**config.mk**
```make
export PLATFORM = sky130hd
export DESIGN_NAME = serial_detect_arbiter_flat
export DESIGN_NICKNAME = d
export VERILOG_FILES = /design/src/rtl/serial_detect_arbiter_if.sv /design/src/rtl/serial_detect_arbiter.sv /design/src/flat_wrapper.sv
export SDC_FILE = /design/constraint.sdc
export NUM_CORES = 1
export LEC_CHECK = 0
export CAP_MARGIN = 30
export CORE_UTILIZATION = 40
export CTS_BUF_LIST = sky130_fd_sc_hd__clkbuf_16
export DETAILED_ROUTE_END_ITERATION = 10
export PLACE_DENSITY = 0.74
export SYNTH_ARGS = -nofsm -noshare
export SYNTH_HDL_FRONTEND = slang
export SYNTH_SLANG_ARGS = --single-unit
```
**constraint.sdc**
```tcl
create_clock -name clk -period 2.02 [get_ports clk]
set_clock_uncertainty 0.05 [all_clocks]
set_input_delay 0.404 -clock clk [delete_from_list [all_inputs] [get_ports clk]]
set_output_delay 0.404 -clock clk [all_outputs]
set_load 0.05 [all_outputs]
```
**src/rtl/serial_detect_arbiter_if.sv**
```systemverilog
// Bundle between the four requesters, the shared two-ones detector and the arbiter.
// slave is the arbiter's view; master is the requester/detector side.
interface serial_detect_arbiter_if #(
  parameter int CW = 4
);
  logic [3:0]    req;
  logic [3:0]    w_in;
  logic [3:0]    gnt;
  logic          det_w;
  logic          det_clr;
  logic          det_z;
  logic          busy;
  logic          done;
  logic [1:0]    done_id;
  logic [CW-1:0] hit_cnt;

  modport master (
    output req, w_in, det_z,
    input  gnt, det_w, det_clr, busy, done, done_id, hit_cnt
  );

  modport slave (
    input  req, w_in, det_z,
    output gnt, det_w, det_clr, busy, done, done_id, hit_cnt
  );
endinterface

```
**src/rtl/serial_detect_arbiter.sv**
```systemverilog
// Round-robin arbiter that streams BURST serial bits from the granted requester
// through a shared two-consecutive-ones detector and reports the hit count.
module serial_detect_arbiter #(
  parameter int BURST = 8,
  parameter int CW    = 4
) (
  input  logic                  clk,
  input  logic                  reset,
  serial_detect_arbiter_if.slave bus,
  output logic [2:0]            dbg_state_o
);

  localparam int KW = (BURST > 2) ? $clog2(BURST) : 1;
  localparam logic [KW-1:0] K_LAST = KW'(BURST - 1);

  typedef enum logic [2:0] {
    S_IDLE  = 3'd0,
    S_CLEAR = 3'd1,
    S_RUN   = 3'd2,
    S_DRAIN = 3'd3,
    S_DONE  = 3'd4
  } state_t;

  state_t        state_q;
  logic [1:0]    sel_q;
  logic [1:0]    last_id_q;
  logic [KW-1:0] k_q;
  logic [CW-1:0] acc_q;
  logic [3:0]    gnt_q;
  logic          busy_q;
  logic          done_q;
  logic          det_clr_q;
  logic [1:0]    done_id_q;
  logic [CW-1:0] hit_cnt_q;

  logic [1:0]    winner_d;
  logic [1:0]    cand_d;
  logic          found_d;

  // Handshake: req is level-sensitive with no ready; a requester is served when
  // gnt shows its bit and the burst ends on the single-cycle done pulse, so
  // nothing about req outside IDLE influences the FSM.
  always_comb begin
    winner_d = 2'd0;
    cand_d   = 2'd0;
    found_d  = 1'b0;
    for (int i = 0; i < 4; i++) begin
      cand_d = last_id_q + 2'(i + 1);
      if (!found_d && bus.req[cand_d]) begin
        winner_d = cand_d;
        found_d  = 1'b1;
      end
    end
  end

  always_ff @(posedge clk) begin
    if (reset) begin
      state_q   <= S_IDLE;
      sel_q     <= 2'd0;
      last_id_q <= 2'd3;
      k_q       <= '0;
      acc_q     <= '0;
      gnt_q     <= 4'b0000;
      busy_q    <= 1'b0;
      done_q    <= 1'b0;
      det_clr_q <= 1'b0;
      done_id_q <= 2'd0;
      hit_cnt_q <= '0;
    end else begin
      done_q <= 1'b0;
      unique case (state_q)
        S_IDLE: begin
          if (found_d) begin
            sel_q     <= winner_d;
            gnt_q     <= 4'b0001 << winner_d;
            busy_q    <= 1'b1;
            det_clr_q <= 1'b1;
            state_q   <= S_CLEAR;
          end
        end
        S_CLEAR: begin
          acc_q     <= '0;
          k_q       <= '0;
          det_clr_q <= 1'b0;
          state_q   <= S_RUN;
        end
        S_RUN: begin
          // det_z at k=0 still reflects the freshly cleared detector.
          if ((k_q != '0) && bus.det_z) begin
            acc_q <= acc_q + CW'(1);
          end
          if (k_q == K_LAST) begin
            state_q <= S_DRAIN;
          end else begin
            k_q <= k_q + KW'(1);
          end
        end
        S_DRAIN: begin
          gnt_q     <= 4'b0000;
          done_q    <= 1'b1;
          done_id_q <= sel_q;
          hit_cnt_q <= acc_q + CW'(bus.det_z);
          state_q   <= S_DONE;
        end
        S_DONE: begin
          last_id_q <= sel_q;
          busy_q    <= 1'b0;
          state_q   <= S_IDLE;
        end
        default: begin
          state_q <= S_IDLE;
        end
      endcase
    end
  end

  assign bus.gnt     = gnt_q;
  assign bus.busy    = busy_q;
  assign bus.done    = done_q;
  assign bus.done_id = done_id_q;
  assign bus.hit_cnt = hit_cnt_q;
  assign bus.det_clr = det_clr_q | reset;
  assign bus.det_w   = (state_q == S_RUN) ? bus.w_in[sel_q] : 1'b0;
  assign dbg_state_o = state_q;

  a_gnt_onehot0 : assert property (@(posedge clk) disable iff (reset)
    $onehot0(bus.gnt));
  a_det_w_run_only : assert property (@(posedge clk) disable iff (reset)
    (state_q != S_RUN) |-> !bus.det_w);
  a_busy_matches_state : assert property (@(posedge clk) disable iff (reset)
    bus.busy == (state_q != S_IDLE));

endmodule

```
**src/flat_wrapper.sv**
```systemverilog
// flat-port wrapper written by rule: the top's interface ports become plain ports
module serial_detect_arbiter_flat 
#(
  parameter int BURST = 8,
  parameter int CW    = 4
)
  (clk, reset, dbg_state_o, bus_req, bus_w_in, bus_det_z, bus_gnt, bus_det_w, bus_det_clr, bus_busy, bus_done, bus_done_id, bus_hit_cnt);
  serial_detect_arbiter_if #(.CW(CW)) bus_i ();
  input  logic clk;
  input  logic reset;
  output logic [2:0] dbg_state_o;
  input wire logic [$bits(bus_i.req)-1:0] bus_req;
  input wire logic [$bits(bus_i.w_in)-1:0] bus_w_in;
  input wire logic [$bits(bus_i.det_z)-1:0] bus_det_z;
  output wire logic [$bits(bus_i.gnt)-1:0] bus_gnt;
  output wire logic [$bits(bus_i.det_w)-1:0] bus_det_w;
  output wire logic [$bits(bus_i.det_clr)-1:0] bus_det_clr;
  output wire logic [$bits(bus_i.busy)-1:0] bus_busy;
  output wire logic [$bits(bus_i.done)-1:0] bus_done;
  output wire logic [$bits(bus_i.done_id)-1:0] bus_done_id;
  output wire logic [$bits(bus_i.hit_cnt)-1:0] bus_hit_cnt;
  assign bus_i.req = bus_req;
  assign bus_i.w_in = bus_w_in;
  assign bus_i.det_z = bus_det_z;
  assign bus_gnt = bus_i.gnt;
  assign bus_det_w = bus_i.det_w;
  assign bus_det_clr = bus_i.det_clr;
  assign bus_busy = bus_i.busy;
  assign bus_done = bus_i.done;
  assign bus_done_id = bus_i.done_id;
  assign bus_hit_cnt = bus_i.hit_cnt;
  serial_detect_arbiter #(.BURST(BURST), .CW(CW)) u_core (.clk(clk), .reset(reset), .bus(bus_i), .dbg_state_o(dbg_state_o));
endmodule
```
==> metrics <==
critical path, cell by cell=mux4_2, and2_4, buf_8; Max Slew Vio Count=0; vias per cell=about 5.2; Crit path largest cell delay=0.51 ns; 1st-iter DRT viols=20; # diodes=0; Leakage=between 0.7 and 0.8 nW; final WL=between 2000 and 3000 µm; initial antenna violation count=0; largest net degree at the start of global routing=25; Port Buffer Count=27; hold_sp=u_core.bus.hit_cnt[0]; synthesized instance count=between 100 and 150; first-pass GRT wire length=around 4800 µm; Reg clk slew, reported paths=roughly 0.070 ns; synth-to-layout area growth=36.12%; CTS root buf=clkbuf_16; share of synthesized registers carrying an async set or reset=0%; number of max-cap violations=0; Final Power=0.001771 W; post-synthesis sequential area ratio=about 40%; Critical Path AT=roughly 1.5 ns; die area=between 3000 and 4000 µm²; dominant synthesized flop cell=dfxtp_1; Core Footprint=approximately 3100 µm²; RSZ-0062 raised after global routing=no; Period minus WS final=1.940 ns; final setup fails=0; PD cells=975.7 nW/µm²; max_slew headroom=between 60% and 70%; layout cells sized above 1=16.86%; CTS Buf Count=3; Worst R2R Setup Slack=0.34 ns; Num Clock Sinks=27; vias in the first global route=~1100; synthesized area=roughly 1300 µm²; Crit path required time=~1.6 ns; Util after Layout=58.51%; Placement Cell Area=between 1500 and 2000 µm²; Reg2Reg Capture Point=u_core.acc_q[3]; Clock Path Buffers=2; io pins=28; crit end category=primary output; CTS resizes=6; ANT nets after route=0; Hold Vio Cnt, Final=0; most common cell after layout, fill and taps aside=dfxtp_1; hold_buf cts=0; highest-count cells in the layout ignoring fill and taps=dfxtp_1, clkdlybuf4s50_1, nor2_1; Avg Synthesized Cell Area=around 9.5 µm²; Final Cell Area=about 1800 µm²; Die H=between 50 and 60 µm; worst reg-to-reg path cell count=4; crit path kind=reg2out; synth unique cells=44; crit-path max FO=4; die width=about 60 µm; Crit-path slowest cell=mux4_2; worst hold path depth=2; sink of the worst hold path=u_core.bus.hit_cnt[0]; starting density of the core=a little over two fifths; Final GP Congestion=between 0.7 and 0.8; startpoint types=flop; Clk Latency, worst-skew pair=0.26 ns; routed via count=between 1000 and 1500; 1st-pass router iterations=4; # Post-CTS Setup Buffers=0; HP Class=reg2reg; Net Count, Synth=around 160; H-Tree Level Count=1; Total Routing Usage GR=around 18%; nets=190; hpwl dp=about 2200 µm; Achievable Freq=515.4 MHz; Worst Tran Pin Value=approximately 0.50 ns; grt total ovfl=0; Reg2Reg Launch Point=u_core.dbg_state_o[2]; Ys Warns=0; Post-synth EDFFs=0; DR DRC count=0; VDD IR max=0.0004581 V; outcome=finished clean; CTS tree=yes; wire per inst=13.42 µm; Filler cells=roughly 300; Rows=20; FF+latch count, synth=27; final period utilization=between 90% and 100%
==> synthesized netlist by cell type (3+ instances only) <==
cell type	number	share of area (%)
a22o_1	7	4.6
a211oi_1	4	2.3
nor3_1	3	1.1
clkbuf_1	3	0.84
nand2_1	10	2.8
mux2i_1	3	2.3
a21oi_1	7	2.6
buf_2	3	1.1
dfxtp_1	27	41
inv_1	4	1.1
nor2_1	15	4.2
and3_1	3	1.4
o21ai_0	3	1.1
a22oi_1	3	1.7
ha_1	6	5.6
nand2b_1	4	1.9
==> layer usage <==
| layer | vias to the layer above | routed length (µm) | global-route usage (%) |
|---|---|---|---|
| met5 | - | 0 | 0 |
| met4 | 0 | 28 | 6.645 |
| met3 | 2 | 67 | 1.515 |
| met2 | 21 | 1546 | 33.65 |
| met1 | 542 | 1255 | 20.11 |
| li1 | 568 | - | - |
==> per-stage QoR <==
stage          setup WS (ns)  TNS (ns)  cells  hold slack [ns]
2_1_floorplan         0.1914         0    141           0.3912
3_3_place_gp        -0.06037  -0.06037    212           0.3974
3_5_place_dp        -0.07048  -0.07048    212           0.4088
4_1_cts            0.0007445         0    216           0.4207
5_1_grt              0.05713         0    216           0.4371
6_report             0.07980         0    216           0.4124
==> cells by family after synthesis <==
| group | count (synthesis) | synth area share, % |
|---|---|---|
| flops | 27 | 40.53 |
| xor+xnor | 3 | 1.970 |
| mux | 5 | 4.784 |
| simple gates | 55 | 24.95 |
| buf+inv | 11 | 3.658 |
| fa+ha+maj | 6 | 5.628 |
| compound gates | 34 | 18.48 |
==> layout make-up <==
| type | count | area (µm²) | share of cell area, % |
|---|---|---|---|
| clock inverter | 1 | 3.754 | 0.2068 |
| clock buffer | 3 | 75.07 | 4.135 |
| inverter | 4 | 15.01 | 0.8270 |
| sequential | 27 | 541.8 | 29.84 |
| multi-input combinational | 103 | 745.7 | 41.08 |
| tap | 44 | 55.05 | 3.032 |
| timing repair buffer | 34 | 379.1 | 20.88 |
==> report_power, final <==
| part | switching, W | internal, W |
|---|---|---|
| combinational | 0.000379 | 0.000305 |
| clock | 0.000179 | 0.000265 |
| sequential | 0.0000499 | 0.000593 |
| total | 0.000608 | 0.00116 |
==> worst max-delay path by stage <==
stage	startpoint	to	slack (ns)	depth (start not counted)
finish	u_core.sel_q[0]	bus_det_w	0.08	3
global route	u_core.sel_q[0]	bus_det_w	0.06	3
global placement	bus_w_in[3]	bus_det_w	-0.06	4
detailed placement	bus_w_in[2]	bus_det_w	-0.07	4
floorplan	u_core.dbg_state_o[1]	bus_det_w	0.19	2
CTS	bus_w_in[0]	bus_det_w	0.0007	4
==> flip-flops by register name (all words and copies together) (netlist names) <==
signal              count
u_core.k_q              3
u_core.bus.hit_cnt      4
u_core.det_clr_q        1
u_core.bus.done_id      2
u_core.last_id_q        2
u_core.sel_q            2
u_core.bus.done         1
u_core.dbg_state_o      3
u_core.bus.gnt          4
u_core.acc_q            4
u_core.bus.busy         1
==> critical path: cells and delay by family (launching register included) <==
kind | cells | cell delay, ns
buffers and inverters | 1 | 0.14
flip-flops | 1 | 0.39
multiplexers | 1 | 0.51
AND/OR/NAND/NOR | 1 | 0.18
Note: power is estimated with default switching activity, not from simulation.
==> patch 1 (config.mk and constraints unchanged) <==
`BURST` is set to 8 in 2 places; all go to 16.
--- a/src/rtl/serial_detect_arbiter.sv
+++ b/src/rtl/serial_detect_arbiter.sv
@@ -1,7 +1,7 @@
 // Round-robin arbiter that streams BURST serial bits from the granted requester
 // through a shared two-consecutive-ones detector and reports the hit count.
 module serial_detect_arbiter #(
-  parameter int BURST = 8,
+  parameter int BURST = 16,
   parameter int CW    = 4
 ) (
   input  logic                  clk,
--- a/src/flat_wrapper.sv
+++ b/src/flat_wrapper.sv
@@ -1,7 +1,7 @@
 // flat-port wrapper written by rule: the top's interface ports become plain ports
 module serial_detect_arbiter_flat 
 #(
-  parameter int BURST = 8,
+  parameter int BURST = 16,
   parameter int CW    = 4
 )
   (clk, reset, dbg_state_o, bus_req, bus_w_in, bus_det_z, bus_gnt, bus_det_w, bus_det_clr, bus_busy, bus_done, bus_done_id, bus_hit_cnt);
Behaviour: same outputs for any inputs over 10 cycles, from zero or initial values and one cycle with reset high; that may be too few to reach the edited logic, so the function may still have changed.
==> patch 1 against the original RTL <==
Synthesized area rose by 10%; worst setup slack improved by 0.0073 ns; final area rose by 9.3%; first-iteration DRC count rose by 130%; count of clock-buffer cells in the layout did not move; highest routed layer unchanged; cell count rose by 18%; total power fell by 9.5%; sequential cell count rose by 1; routed wire length rose by 16%.
==> patch 1: results (changes against the original RTL) <==
<table>
<tr><th>Metric</th><th>Value</th></tr>
<tr><th colspan="2">Route</th></tr>
<tr><td>Number of DRC markers in iteration 0</td><td>46 (+130%)</td></tr>
<tr><td>Total via count in the routed design</td><td>1378 (+22%)</td></tr>
<tr><td>Ratio of routed vias to standard cells</td><td>5.425 (+3.4%)</td></tr>
<tr><th colspan="2">STA</th></tr>
<tr><td>Worst slew slack as a fraction of its limit</td><td>65.16% (-1.3 points)</td></tr>
<tr><th colspan="2">GRT</th></tr>
<tr><td>Met2 track demand over resource in global routing</td><td>28.67% (-5.0 points)</td></tr>
<tr><td>Via count of the first global-routing pass</td><td>1238 (+12%)</td></tr>
<tr><td>Met1 usage in global routing</td><td>25.54% (+5.4 points)</td></tr>
<tr><td>GRT Util Overall</td><td>18.03% (+0.36 points)</td></tr>
<tr><td>Largest net degree at the start of global routing</td><td>17 (-32%)</td></tr>
<tr><td>Met3 track utilization from global routing</td><td>2.555% (+1.0 points)</td></tr>
<tr><td>Global-route wire length before repair</td><td>5.713 mm (+19%)</td></tr>
<tr><th colspan="2">Run status</th></tr>
<tr><td>Status</td><td>complete, no violations</td></tr>
<tr><th colspan="2">Layout</th></tr>
<tr><td>Number of fill cells</td><td>311 (+4.0%)</td></tr>
<tr><td>Total number of nets in the final design</td><td>225 (+18%)</td></tr>
<tr><th colspan="2">Yosys</th></tr>
<tr><td>Post-Syn Nets</td><td>191 (+21%)</td></tr>
<tr><td>Unique masters post-synth</td><td>46 (+4.5%)</td></tr>
<tr><td>Ranking of synthesized cells by instance count</td><td>28 x sky130_fd_sc_hd__dfxtp_1, 21 x sky130_fd_sc_hd__nand2_1, 15 x sky130_fd_sc_hd__nand3_1, 15 x sky130_fd_sc_hd__nor2_1, 14 x sky130_fd_sc_hd__a21oi_1</td></tr>
<tr><td>Share of synthesized area occupied by flip-flops and latches</td><td>38.06% (-2.5 points)</td></tr>
<tr><th colspan="2">Pwr</th></tr>
<tr><td>Lkg Pwr</td><td>0.8131 nW (+13%)</td></tr>
<tr><th colspan="2">Critical path</th></tr>
<tr><td>Logic depth of the worst register-to-register path</td><td>6 (+2)</td></tr>
<tr><td>Reg2reg start</td><td>u_core.k_q[0]</td></tr>
<tr><td>Top fanout value on the critical path</td><td>2 (-2)</td></tr>
<tr><th colspan="2">Placement</th></tr>
<tr><td>Last weighted congestion value of the routability-driven placer</td><td>0.7776 (+11%)</td></tr>
<tr><td>Half-perimeter wire length after placement</td><td>2.483 mm (+13%)</td></tr>
<tr><td>Post-placement setup slack</td><td>-0.02735 ns (+0.04313 ns)</td></tr>
<tr><td>Total placed cells including tap cells</td><td>250 (+18%)</td></tr>
<tr><th colspan="2">Hold path</th></tr>
<tr><td>Beginning of the worst hold path</td><td>u_core.bus.hit_cnt[0]</td></tr>
<tr><td>Endpoint with the worst hold slack</td><td>u_core.bus.hit_cnt[0]</td></tr>
</table>
[patch 1: cell count changes after synthesis, sizes merged, moves of 4 or more]
cell,before,now
o21ai,3,8
a22o,7,0
buf,4,8
nand2,10,21
nand3,2,16
a21oi,7,14
[patch 1: layout make-up]
cell class	count	area (sq um)	area share (%)
Multi-Input combinational cell	128	824.5	41.55
Sequential cell	28	560.5	28.25
Inverter	6	22.52	1.135
Tap cell	46	57.56	2.900
Timing Repair Buffer	42	414.1	20.87
Clock inverter	1	30.03	1.513
Clock buffer	3	75.07	3.783
[patch 1: logic make-up after synthesis]
logic type               Yosys count  synth area share, %
AND/OR/NAND/NOR                   76                29.14
AO/OA/AOI/OAI                     40                17.33
flip-flops                        28                38.06
buffers and inverters             19                6.117
XOR/XNOR                           6                3.568
adder cells (fa/ha/maj)            5                4.248
multiplexers                       1                1.529
[patch 1: metal layers]
| layer | up-vias | share of wire [%] |
|---|---|---|
| met5 | - | 0 |
| li1 | 691 | - |
| met1 | 653 | 51 |
| met4 | 0 | 0.42 |
| met2 | 32 | 46 |
| met3 | 2 | 2.6 |
[patch 1: per-stage QoR]
step	hold slack, ns	power, mW
floorplan	0.3816	0.8784
global placement	0.3955	1.023
detailed placement	0.4017	1.028
CTS	0.4118	1.612
global route	0.4368	1.675
finish	0.4075	1.603
[patch 1: repair_timing]
action                                  in CTS  in global routing
endpoints found under the setup margin       1                  1
pin swaps                                    0                  0
gates resized for setup                      6                  1
[patch 1: power groups by stage]
stage          Combinational, mW  Clock (mW)  Sequential (mW)
2_1_floorplan              0.188           0            0.690
3_3_place_gp               0.389           0            0.634
3_5_place_dp               0.392           0            0.636
4_1_cts                    0.397       0.591            0.623
5_1_grt                    0.427       0.617            0.630
6_report                   0.397       0.582            0.624
[patch 1: worst reg2reg max path, stage by stage, from the launching register on]
cell and delay, ns:
sky130_fd_sc_hd__dfxtp_1 0.42, sky130_fd_sc_hd__inv_1 0.08, sky130_fd_sc_hd__ha_1 0.18, sky130_fd_sc_hd__or3b_1 0.22, sky130_fd_sc_hd__nand3_2 0.13, sky130_fd_sc_hd__or3_1 0.37
sky130_fd_sc_hd__a21oi_1 0.14
[patch 1: worst max path at each step]
stage / to / slack, ns / cells after the start
floorplan: bus_det_w / 0.02 / 2
detailed placement: bus_det_w / -0.03 / 4
global placement: bus_det_w / -0.02 / 4
finish: bus_det_w / 0.09 / 3
global route: bus_det_w / 0.05 / 3
CTS: bus_det_w / 0.009 / 4
==> patch 2 (same flow settings) <==
Made on the original files. Make the reset (`reset`) asynchronous in one clocked block.
--- a/src/rtl/serial_detect_arbiter.sv
+++ b/src/rtl/serial_detect_arbiter.sv
@@ -53,7 +53,7 @@
     end
   end
 
-  always_ff @(posedge clk) begin
+  always_ff @(posedge clk or posedge reset) begin
     if (reset) begin
       state_q   <= S_IDLE;
       sel_q     <= 2'd0;
Behaviour: differs if reset is asserted again (counterexample within 4 cycles, from zero or initial values and one cycle with reset high); with reset held inactive, the same outputs for 10 cycles.
==> patch 2 against the original RTL <==
Worst setup slack worse by 0.021 ns; routed wire length fell by 3.0%; sequential cell count did not move; register-to-register slack gained 0.11 ns; synthesized area is 3.4% higher; non-clock buffer count shrank 1; final area shrank 1.0%; critical endpoint unchanged; largest cell class is now flip-flops and latches.
Power is not compared: it rests on default switching activity, and its combinational part moved more than twofold at a synthesized area within 25%.
==> patch 2: results (changes against the original RTL) <==
<table>
<tr><th>Metric</th><th>Value</th></tr>
<tr><th colspan="2">Layout</th></tr>
<tr><td>Number of fill cells</td><td>283 (-5.4%)</td></tr>
<tr><td>Proportion of layout cells with a drive suffix above 1</td><td>17.86% (+1.0 points)</td></tr>
<tr><td>Non-Filler Instances</td><td>212 (-1.9%)</td></tr>
<tr><th colspan="2">Placement</th></tr>
<tr><td>Half-perimeter wire length after placement</td><td>2.114 mm (-3.9%)</td></tr>
<tr><td>Post-placement setup slack</td><td>-0.07363 ns (-0.003149 ns)</td></tr>
<tr><td>Standard cell area after detailed placement</td><td>1708 sq um (-1.2%)</td></tr>
<tr><td>Last weighted congestion value of the routability-driven placer</td><td>0.7681 (+9.7%)</td></tr>
<tr><th colspan="2">Yosys</th></tr>
<tr><td>Share of synthesized area occupied by flip-flops and latches</td><td>49.18% (+8.7 points)</td></tr>
<tr><td>YS warnings</td><td>0 (unchanged)</td></tr>
<tr><td>Synth Flop Type</td><td>sky130_fd_sc_hd__dfrtp_1</td></tr>
<tr><td>Async set-reset flop share out of synthesis</td><td>100.0% (+100 points)</td></tr>
<tr><td>Post-synthesis instance total</td><td>136 (-3.5%)</td></tr>
<tr><td>Post-Syn Nets</td><td>153 (-3.2%)</td></tr>
<tr><td>Ranking of synthesized cells by instance count</td><td>25 x sky130_fd_sc_hd__dfrtp_1, 21 x sky130_fd_sc_hd__nand2_1, 10 x sky130_fd_sc_hd__o21ai_0</td></tr>
<tr><td>Unique masters post-synth</td><td>40 (-9.1%)</td></tr>
<tr><th colspan="2">GRT</th></tr>
<tr><td>Global-route wire length before repair</td><td>4.402 mm (-8.2%)</td></tr>
<tr><td>Via count of the first global-routing pass</td><td>1033 (-6.5%)</td></tr>
<tr><td>GRT Util Overall</td><td>16.36% (-1.3 points)</td></tr>
<tr><td>Largest net degree at the start of global routing</td><td>28 (+12%)</td></tr>
<tr><th colspan="2">STA</th></tr>
<tr><td>Worst slew slack as a fraction of its limit</td><td>66.64% (+0.17 points)</td></tr>
<tr><th colspan="2">Clock tree</th></tr>
<tr><td>H-Tree Level Count</td><td>1 (unchanged)</td></tr>
<tr><th colspan="2">Route</th></tr>
<tr><td>Total via count in the routed design</td><td>1104 (-2.6%)</td></tr>
<tr><td>Post-DR wirelength/cell</td><td>13.26 microns (-1.1%)</td></tr>
<tr><td>Number of DRC markers in iteration 0</td><td>38 (+90%)</td></tr>
<tr><th colspan="2">Run status</th></tr>
<tr><td>Status</td><td>complete, no violations</td></tr>
<tr><th colspan="2">Critical path</th></tr>
<tr><td>Data arrival time of the critical path</td><td>1.51 ns (+0.02 ns)</td></tr>
</table>
## patch 2: cell count changes after synthesis, sizes merged, moves of 4 or more
cell	unedited run	this run
nand3	2	8
o31ai	0	4
o21ai	3	10
nand2	10	22
a211oi	4	0
dfrtp	0	25
nor2	15	5
dfxtp	27	0
## patch 2: what timing repair did
item	4_1_cts	5_1_grt
endpoints found under the setup margin	1	0
hold buffers	0	0
gates resized for setup	8	0
## patch 2: final timing paths
check,end,from,slack (ns),cells past startpoint
min in group asynchronous,u_core.bus.hit_cnt[0],reset,0.48,3
max,bus_det_w,u_core.sel_q[0],0.06,3
max in group asynchronous,u_core.last_id_q[0],reset,1.15,3
min reg2reg,u_core.bus.hit_cnt[0],u_core.bus.hit_cnt[0],0.42,2
max reg2reg,u_core.bus.hit_cnt[1],u_core.dbg_state_o[2],0.45,5
min,u_core.bus.hit_cnt[0],u_core.bus.hit_cnt[0],0.42,2
## patch 2: cell families (layout without fill, tap and decap cells)
logic type,after synthesis,in the layout,share of synthesized area [%]
buffers and inverters,11,43,3.721
flip-flops,27,27,49.18
AO/OA/AOI/OAI,29,29,13.89
adder cells (fa/ha/maj),6,6,5.445
XOR/XNOR,4,4,2.541
multiplexers,5,5,4.809
AND/OR/NAND/NOR,54,54,20.42
## patch 2: metrics by stage
stage               power [mW]  hold slack [ns]
global route             3.158           0.4670
CTS                      2.995           0.4286
floorplan                2.052           0.3874
detailed placement       2.506           0.4120
finish                   2.972           0.4217
global placement         2.454           0.4116
## patch 2: metal layers
metal  up-vias  track usage, %  wire length (microns)
met2        36           30.46                   1467
met4         0           5.844                     17
met1       527           19.30                   1217
li1        539               -                      -
met5         -               0                      0
met3         2           1.919                    110
## patch 2: where the power goes
part,switching (mW),internal (mW),total [mW],leakage (nW)
sequential,0.176,0.762,0.939,0.342
clock,0.184,0.269,0.453,0.0371
combinational,0.976,0.605,1.58,0.440
total,1.34,1.64,2.97,0.818
## patch 2: critical path: stages (launching register included)
cell	delay, ns
sky130_fd_sc_hd__dfrtp_2	0.41
sky130_fd_sc_hd__mux4_2	0.51
sky130_fd_sc_hd__and2_4	0.18
sky130_fd_sc_hd__buf_8	0.14
## patch 2: area by class of cell
type / count / area, sq um / share of cell area, %
clock buffers: 3 / 75.07 / 4.178
clock inverters: 1 / 7.507 / 0.4178
inverters: 6 / 22.52 / 1.253
multi-input cells: 98 / 651.9 / 36.28
flip-flops and latches: 27 / 679.4 / 37.81
well taps: 44 / 55.05 / 3.064
repair buffers: 33 / 305.3 / 16.99
